File: src/rtl/mc_core.sv
// mc_core: multicycle MIPS-subset core with an integrated FSM controller.
// Memory is reached through a held rd/wr request that completes on mem_ready,
// so any number of wait cycles can be inserted by the memory system.
module mc_core #(
  parameter int          ADDR_W   = 32,
  parameter logic [31:0] RESET_PC = 32'h0000_0000
) (
  input  logic              clk,
  input  logic              rst,
  output logic [ADDR_W-1:0] mem_addr,
  output logic [31:0]       mem_wdata,
  output logic              mem_rd,
  output logic              mem_wr,
  input  logic [31:0]       mem_rdata,
  input  logic              mem_ready,
  output logic [31:0]       pc,
  output logic [3:0]        state,
  output logic              trap
);

  typedef enum logic [3:0] {
    S_FETCH  = 4'd0,  S_DECODE = 4'd1,  S_MEMADR = 4'd2,  S_MEMRD  = 4'd3,
    S_MEMWB  = 4'd4,  S_MEMWR  = 4'd5,  S_REXEC  = 4'd6,  S_RWB    = 4'd7,
    S_IEXEC  = 4'd8,  S_IWB    = 4'd9,  S_BRANCH = 4'd10, S_JUMP   = 4'd11,
    S_JAL    = 4'd12, S_TRAP   = 4'd13
  } state_t;

  localparam logic [5:0] OP_RTYPE = 6'h00, OP_LW   = 6'h23, OP_SW  = 6'h2B;
  localparam logic [5:0] OP_BEQ   = 6'h04, OP_BNE  = 6'h05, OP_ADDI = 6'h08;
  localparam logic [5:0] OP_SLTI  = 6'h0A, OP_J    = 6'h02, OP_JAL  = 6'h03;
  localparam logic [5:0] FN_ADD   = 6'h20, FN_SUB  = 6'h22, FN_AND  = 6'h24;
  localparam logic [5:0] FN_OR    = 6'h25, FN_SLT  = 6'h2A, FN_JR   = 6'h08;

  state_t      state_q, state_d;
  logic [31:0] pc_q, pc_d, ir_q, ir_d, a_q, a_d, b_q, b_d;
  logic [31:0] aluOut_q, aluOut_d, mdr_q, mdr_d;
  logic        trap_q, trap_d;
  logic [31:0] regs_q [32];

  logic        rfWe;
  logic [4:0]  rfWaddr;
  logic [31:0] rfWdata;
  logic        memRd, memWr;
  logic [31:0] memAddrFull;

  logic [5:0]  op, funct;
  logic [4:0]  rs, rt, rd;
  logic [31:0] sextImm, branchTarget, jumpTarget;

  assign op           = ir_q[31:26];
  assign rs           = ir_q[25:21];
  assign rt           = ir_q[20:16];
  assign rd           = ir_q[15:11];
  assign funct        = ir_q[5:0];
  assign sextImm      = {{16{ir_q[15]}}, ir_q[15:0]};
  // pc_q already holds PC+4 once the fetch has completed
  assign branchTarget = pc_q + {sextImm[29:0], 2'b00};
  assign jumpTarget   = {pc_q[31:28], ir_q[25:0], 2'b00};

  // Controller: next state, datapath register updates and memory requests
  always_comb begin
    state_d     = state_q;
    pc_d        = pc_q;
    ir_d        = ir_q;
    a_d         = a_q;
    b_d         = b_q;
    aluOut_d    = aluOut_q;
    mdr_d       = mdr_q;
    trap_d      = trap_q;
    rfWe        = 1'b0;
    rfWaddr     = 5'd0;
    rfWdata     = 32'd0;
    memRd       = 1'b0;
    memWr       = 1'b0;
    memAddrFull = pc_q;
    case (state_q)
      S_FETCH: begin
        memRd = 1'b1;
        if (mem_ready) begin
          ir_d    = mem_rdata;
          pc_d    = pc_q + 32'd4;
          state_d = S_DECODE;
        end
      end
      S_DECODE: begin
        a_d      = regs_q[rs];
        b_d      = regs_q[rt];
        aluOut_d = branchTarget;
        case (op)
          OP_RTYPE: begin
            if (funct == FN_ADD || funct == FN_SUB || funct == FN_AND ||
                funct == FN_OR || funct == FN_SLT || funct == FN_JR) begin
              state_d = S_REXEC;
            end else begin
              state_d = S_TRAP;
              trap_d  = 1'b1;
            end
          end
          OP_LW, OP_SW:     state_d = S_MEMADR;
          OP_ADDI, OP_SLTI: state_d = S_IEXEC;
          OP_BEQ, OP_BNE:   state_d = S_BRANCH;
          OP_J:             state_d = S_JUMP;
          OP_JAL:           state_d = S_JAL;
          default: begin
            state_d = S_TRAP;
            trap_d  = 1'b1;
          end
        endcase
      end
      S_MEMADR: begin
        aluOut_d = a_q + sextImm;
        state_d  = (op == OP_LW) ? S_MEMRD : S_MEMWR;
      end
      S_MEMRD: begin
        memRd       = 1'b1;
        memAddrFull = aluOut_q;
        if (mem_ready) begin
          mdr_d   = mem_rdata;
          state_d = S_MEMWB;
        end
      end
      S_MEMWB: begin
        rfWe    = 1'b1;
        rfWaddr = rt;
        rfWdata = mdr_q;
        state_d = S_FETCH;
      end
      S_MEMWR: begin
        memWr       = 1'b1;
        memAddrFull = aluOut_q;
        if (mem_ready) state_d = S_FETCH;
      end
      S_REXEC: begin
        case (funct)
          FN_ADD:  aluOut_d = a_q + b_q;
          FN_SUB:  aluOut_d = a_q - b_q;
          FN_AND:  aluOut_d = a_q & b_q;
          FN_OR:   aluOut_d = a_q | b_q;
          FN_SLT:  aluOut_d = {31'd0, $signed(a_q) < $signed(b_q)};
          default: aluOut_d = aluOut_q;
        endcase
        if (funct == FN_JR) begin
          pc_d    = a_q;
          state_d = S_FETCH;
        end else begin
          state_d = S_RWB;
        end
      end
      S_RWB: begin
        rfWe    = 1'b1;
        rfWaddr = rd;
        rfWdata = aluOut_q;
        state_d = S_FETCH;
      end
      S_IEXEC: begin
        if (op == OP_ADDI) aluOut_d = a_q + sextImm;
        else               aluOut_d = {31'd0, $signed(a_q) < $signed(sextImm)};
        state_d = S_IWB;
      end
      S_IWB: begin
        rfWe    = 1'b1;
        rfWaddr = rt;
        rfWdata = aluOut_q;
        state_d = S_FETCH;
      end
      S_BRANCH: begin
        if ((a_q == b_q) ^ (op == OP_BNE)) pc_d = aluOut_q;
        state_d = S_FETCH;
      end
      S_JUMP: begin
        pc_d    = jumpTarget;
        state_d = S_FETCH;
      end
      S_JAL: begin
        rfWe    = 1'b1;
        rfWaddr = 5'd31;
        rfWdata = pc_q;
        pc_d    = jumpTarget;
        state_d = S_FETCH;
      end
      S_TRAP: trap_d = 1'b1;
      default: begin
        state_d = S_TRAP;
        trap_d  = 1'b1;
      end
    endcase
  end

  // Datapath and controller state registers with synchronous reset
  always_ff @(posedge clk) begin
    if (rst) begin
      state_q  <= S_FETCH;
      pc_q     <= RESET_PC;
      ir_q     <= 32'd0;
      a_q      <= 32'd0;
      b_q      <= 32'd0;
      aluOut_q <= 32'd0;
      mdr_q    <= 32'd0;
      trap_q   <= 1'b0;
    end else begin
      state_q  <= state_d;
      pc_q     <= pc_d;
      ir_q     <= ir_d;
      a_q      <= a_d;
      b_q      <= b_d;
      aluOut_q <= aluOut_d;
      mdr_q    <= mdr_d;
      trap_q   <= trap_d;
    end
  end

  // Register file; r0 is never written so it always reads zero
  always_ff @(posedge clk) begin
    if (rst) begin
      for (int i = 0; i < 32; i++) regs_q[i] <= 32'd0;
    end else if (rfWe && rfWaddr != 5'd0) begin
      regs_q[rfWaddr] <= rfWdata;
    end
  end

  // Requests are suppressed while reset is asserted so a pending one drops at once
  assign mem_rd    = memRd & ~rst;
  assign mem_wr    = memWr & ~rst;
  assign mem_addr  = memAddrFull[ADDR_W-1:0];
  assign mem_wdata = b_q;
  assign pc        = pc_q;
  assign state     = state_q;
  assign trap      = trap_q;

endmodule
File: config.mk
export PLATFORM = sky130hd
export DESIGN_NAME = mc_core
export DESIGN_NICKNAME = d
export VERILOG_FILES = /design/src/rtl/mc_core.sv
export SDC_FILE = /design/constraint.sdc
export NUM_CORES = 2
export LEC_CHECK = 0
export CAP_MARGIN = 15
export CORE_UTILIZATION = 60
export DETAILED_ROUTE_END_ITERATION = 7
export PLACE_DENSITY = 0.77
export SLEW_MARGIN = 20
export SYNTH_ARGS = -nofsm -noshare
export SYNTH_HDL_FRONTEND = slang
export SYNTH_SLANG_ARGS = --single-unit
File: constraint.sdc
create_clock -name clk -period 4 [get_ports clk]
set_input_delay 0.4 -clock clk [delete_from_list [all_inputs] [get_ports clk]]
set_output_delay 0.4 -clock clk [all_outputs]
set_load 0.005 [all_outputs]
# After elaboration in Yosys (flattened, before gate mapping)
# Memories as Yosys holds them, arrays and structs flattened. A register that Yosys moved wholly into a read port is not among the register bits.
# Cells that the tools add are included.
# word_totals
mem_bits_ro	0
word_cells	124
ram_bits	1024
out_inout_bits	103
n_memories	1
reg_bits	133
latchBits	0
inputBits	35
# memory_table
memory	words	word_bits	rd	rd_ports_with_merged_regs	write_ports	line_no	text
regs_q	32	32	2	2	32	38	logic [31:0] regs_q [32];
# classes
shift	0
n_reduce_logical	32
mul	0
magnitude_cmp	2
n_mux	32
n_addsub	5
n_bitwise	9
n_eq_ne	36
n_div	0
# ops
operator	count
32-bit one-hot mux with 4 select lines	2
32-bit 2-to-1 mux	6
32-bit one-hot mux with 5 select lines	1
32-bit adder	3
32-bit one-hot mux with 3 select lines	1
6-bit equality test, second input constant	7
4-bit one-hot mux with 9 select lines	1
32-bit by 3-bit adder with 32-bit output, second input constant	1
32-bit bitwise AND	1
32-bit equality test	1
32-bit by 16-bit < comparator with 1-bit output	1
32-bit < comparator	1
32-bit bitwise OR	1
32-bit OR reduction	1
32-bit subtractor	1
4-bit equality test, second input constant	6
4-bit one-hot mux with 6 select lines	1
6-bit by 4-bit equality test with 1-bit output, second input constant	3
4-bit by 3-bit equality test with 1-bit output, second input constant	4
4-bit 2-to-1 mux	4
2-bit OR reduction	8
5-bit one-hot mux with 3 select lines	1
6-bit by 2-bit equality test with 1-bit output, second input constant	2
6-bit by 3-bit equality test with 1-bit output, second input constant	2
27 further kinds	56

# Longest topological paths before layout
# depth
depth_word	10
mapped_depth	14
ltp_nobuf	13

# Worst setup path after synthesis
# Ideal clock, no wire load.
# synth_timing
kind	register to register
from	register ir_q[15]
to	register aluOut_q[30]
stages_incl_launch_ff	14
t_required_ns	3.913
setup_slack_ns	0.307
t_arrival_ns	3.606
path_buffers	1
period_less_slack_ns	3.693
setup_ns	0.087
cell_sequence	dfxtp_1 > inv_1 > ha_1 > clkbuf_1 > nor2b_1 > o21ai_0 > a21oi_1 > o21bai_1 > nor4bb_1 > o21ai_0 > a311o_1 > xnor2_1 > a22oi_1 > o31ai_1
# synth_via
elab_chain_cells	3
word_cells_on_any_way	4
classes_between	2 x add/sub; 2 x mux
# synth_rtl
element	line_no	text
start, declared	35	logic [31:0] pc_q, pc_d, ir_q, ir_d, a_q, a_d, b_q, b_d;
start signal, assigned	203	ir_q <= ir_d;
32-bit adder	111, 156	
32-bit 2-to-1 mux	156	if (op == OP_ADDI) aluOut_d = a_q + sextImm;
32-bit one-hot mux with 4 select lines *	76	case (state_q)
end signal, assigned	206	aluOut_q <= aluOut_d;
end, declared	36	logic [31:0] aluOut_q, aluOut_d, mdr_q, mdr_d;
# Every way passes the cells marked *; elsewhere a longest branch is shown, timed or not.
# A chain may end at the register's enable or synchronous reset.

# Worst setup path in the final report
# layout_timing
from	register pc_q[9] (netlist: pc[9])
to	register aluOut_q[31]
# layout_via
elab_chain_cells	2
# layout_rtl
element	line_no	text
start, declared	35	
start signal, assigned	202	pc_q <= pc_d;
32-bit adder	57	assign branchTarget = pc_q + {sextImm[29:0], 2'b00};
32-bit one-hot mux with 4 select lines	76	
# Every way passes these cells.

==> run metrics <==
outcome=complete, but fails checks; failing checks=DRC; synth cell count leaders=nor2_1, edfxtp_1, mux4_2, clkbuf_1, nand2_1; cells after synthesis=5590; Die Ht=342 um; CP Class=register to register; drt total wl=roughly 250000 um; number of flops mapped to enable cells by yosys=roughly 1000; Async SR Flop Fraction=0%; layout filler cell count=about 7800; vias in the first global route=53200; die area=117000 sq um; clock tree buffer depth=3; Clock Skews=between 0.02 and 0.03 ns; Crit path buffers/inverters=1; Final #Nets=5935; post-synth top area share=~44%; max incr delay on CP=0.80 ns; Num CTS Buffers=~130; Area contributors post-synth=edfxtp_1, mux4_2, nor2_1; Initial Utilization=60.6%; Post-synth top flop=edfxtp_1; CTS-repair resized insts=0; Pwr per Cell Area=a little over 600 nW/um^2; hold path endpoint=ir_q[22]; CTS H-tree depth=4; post-route setup slack=0.0572 ns; RSZ-0062 raised after global routing=false; final setup vio count=0; grt peak-use layer=met2; Syn. warnings=0; initial antenna violation count=9; worst slack, placed=0.255 ns; Crit Path Max Fanout=7; Worst Tran Pin Value=around 1.1 ns; Reg2Reg Capture Point=aluOut_q[31]; total track usage=42.5%; Hold Path Cell Cnt=2; layout cell share with drive strength beyond 1=21.8%; met3 Usage GRT=11.6%; Post-Syn Area=a little under 70000 sq um; fmax=254 MHz; Clock Latency Late Sink=0.77 ns; die extent in x=roughly 340 um; gr ovfl total=0; Setup crit start kind=register; DRT Pass-1 Iters=8; via count=roughly 54000; Top Ports=138; CP arrival=between 4 and 5 ns; worst rel slew slack=26.6%; max-cap violations=0; routability cong.=1.07; drt wl/cell=around 34 um; post-route cell area=about 80000 sq um; r2r worst-path depth=12; port bufs=around 140; Hold-fix buffers, CTS=0; area grow syn2layout=12.8%; total clock sinks=1221; Slowest cell on crit path=a211oi_1; final hold vios=0; Clock transition at path regs=0.06 ns; Rows=about 120; Avg Cell Area, Syn=12.4 sq um; DR vias/cell=7.38; Core Box Area=114000 sq um; routing usage on met1=53.4%; sequential-to-total area share from yosys stat=50.1%; DR iter-0 viols=between 10000 and 15000; Final min period=3.94 ns; Placed Area=between 70000 and 80000 sq um; worst hold path startpoint=rst; FF+latch count, synth=1221; Worst Path Required=4.66 ns; Post-CTS Setup Inserts=0; LEAKAGE=25.9 nW; M2 GR Usage=65.8%; reg2reg setup slack=between 0.05 and 0.06 ns; worst hold path type=input port to register; CTS root buffer=clkbuf_16; CTS tree=done; unique cell type count in the Yosys netlist=89; CP delay by family, top=compound AO/OA/AOI/OAI gates; most frequent cell after synthesis=nor2_1; Synth area leader=edfxtp_1; Remaining DRCs=18; first-pass GRT wire length=356000 um; Final Hold Slack=0.130 ns; Fin Setup TNS=0 ns; max-slew violation count=0; Tcrit/Tclk final=98.6%; FF-to-FF Start=pc[9]; Max VDD drop=roughly 470 uV; largest net degree at the start of global routing=132; endpoint class of the critical path=register; crit path cell chain=ha_1, nand4_1, nor3_1, o31ai_1, buf_4, a211oi_1, a21boi_1, a21oi_1, a31oi_1, xnor2_1, or4_1, o311ai_1; Detailed Place HPWL=161000 um; Final ANT Viol Nets=0
flip-flops by register name (all words and copies together) (netlist names):
register   count
mem_wdata     32
state          4
aluOut_q      32
a_q           32
mdr_q         32
pc            32
ir_q          32
trap           1
regs_q      1024
layer usage:
layer  share of wire (%)  vias up
li1                    -    21500
met1                  32    26300
met2                  46     5036
met3                  15     1207
met4                 7.4        8
met5               0.023        -
cells by family after synthesis:
family          after synthesis  share of synthesized area (%)
other cells                   1                        0.00541
compound gates              892                           8.84
simple gates               1799                           10.6
fa+ha+maj                   193                           3.53
xor+xnor                     63                          0.797
buf+inv                     673                           3.68
flops                      1221                           50.1
mux                         748                           22.4
where the power goes:
group	total, W	internal, W	switching (W)
combinational	0.0208	0.00834	0.0125
clock	0.0119	0.00672	0.00521
sequential	0.0158	0.0147	0.00115
cells in the final DEF (no fill, tap or decap), types with 31 or more instances in the layout:
cell type,n
clkdlybuf4s50_1,136
conb_1,32
clkinv_1,35
mux2i_1,78
clkbuf_1,36
ha_1,189
buf_4,283
a222oi_1,63
a21o_1,39
xnor2_1,53
mux4_2,640
inv_1,153
a21oi_1,252
nand3_1,33
nand2b_2,31
clkbuf_16,137
nor3_1,55
o21ai_0,111
o21bai_1,32
nand2_1,266
a211oi_1,106
buf_12,49
edfxtp_1,1024
nor2_1,1242
dfxtp_1,186
through the flow:
stage / cells / utilization, % / total power (W)
final: 7325 / 68.3 / 0.0486
after global routing: 7323 / 68.3 / 0.0501
after CTS: 7323 / 68.3 / 0.0478
after detailed placement: 7085 / 64.7 / 0.0360
after global placement: 7085 / 64.7 / 0.0358
after floorplan: 5621 / - / 0.0284
worst max path at each step:
stage                             start      endpoint  slack [ns]  depth (start not counted)
after floorplan                ir_q[15]  aluOut_q[30]        0.31                         13
after global placement           a_q[0]  aluOut_q[26]        0.25                         13
after detailed placement         a_q[0]  aluOut_q[26]        0.26                         13
after CTS                 mem_wdata[19]        pc[10]        0.19                         13
after global routing      mem_wdata[19]        pc[22]       0.001                         13
final                             pc[9]  aluOut_q[31]        0.06                         12
worst reg2reg max path: stages, from the launching register on:
cell,delay [ns]
dfxtp_1,0.58
ha_1,0.31
nand4_1,0.17
nor3_1,0.25
o31ai_1,0.11
buf_4,0.18
a211oi_1,0.80
a21boi_1,0.28
a21oi_1,0.35
a31oi_1,0.16
xnor2_1,0.17
or4_1,0.42
o311ai_1,0.09
final cells by class:
type | instances | area (sq um) | area share (%)
diodes | 2 | 5.00 | 0.00641
clock buffers | 175 | 3590 | 4.60
clock inverters | 63 | 505 | 0.647
inverters | 156 | 586 | 0.750
multi-input cells | 3727 | 32300 | 41.4
flip-flops and latches | 1221 | 34700 | 44.5
well taps | 1512 | 1890 | 2.42
repair buffers | 469 | 4480 | 5.74
(Power assumes the default switching activity.)
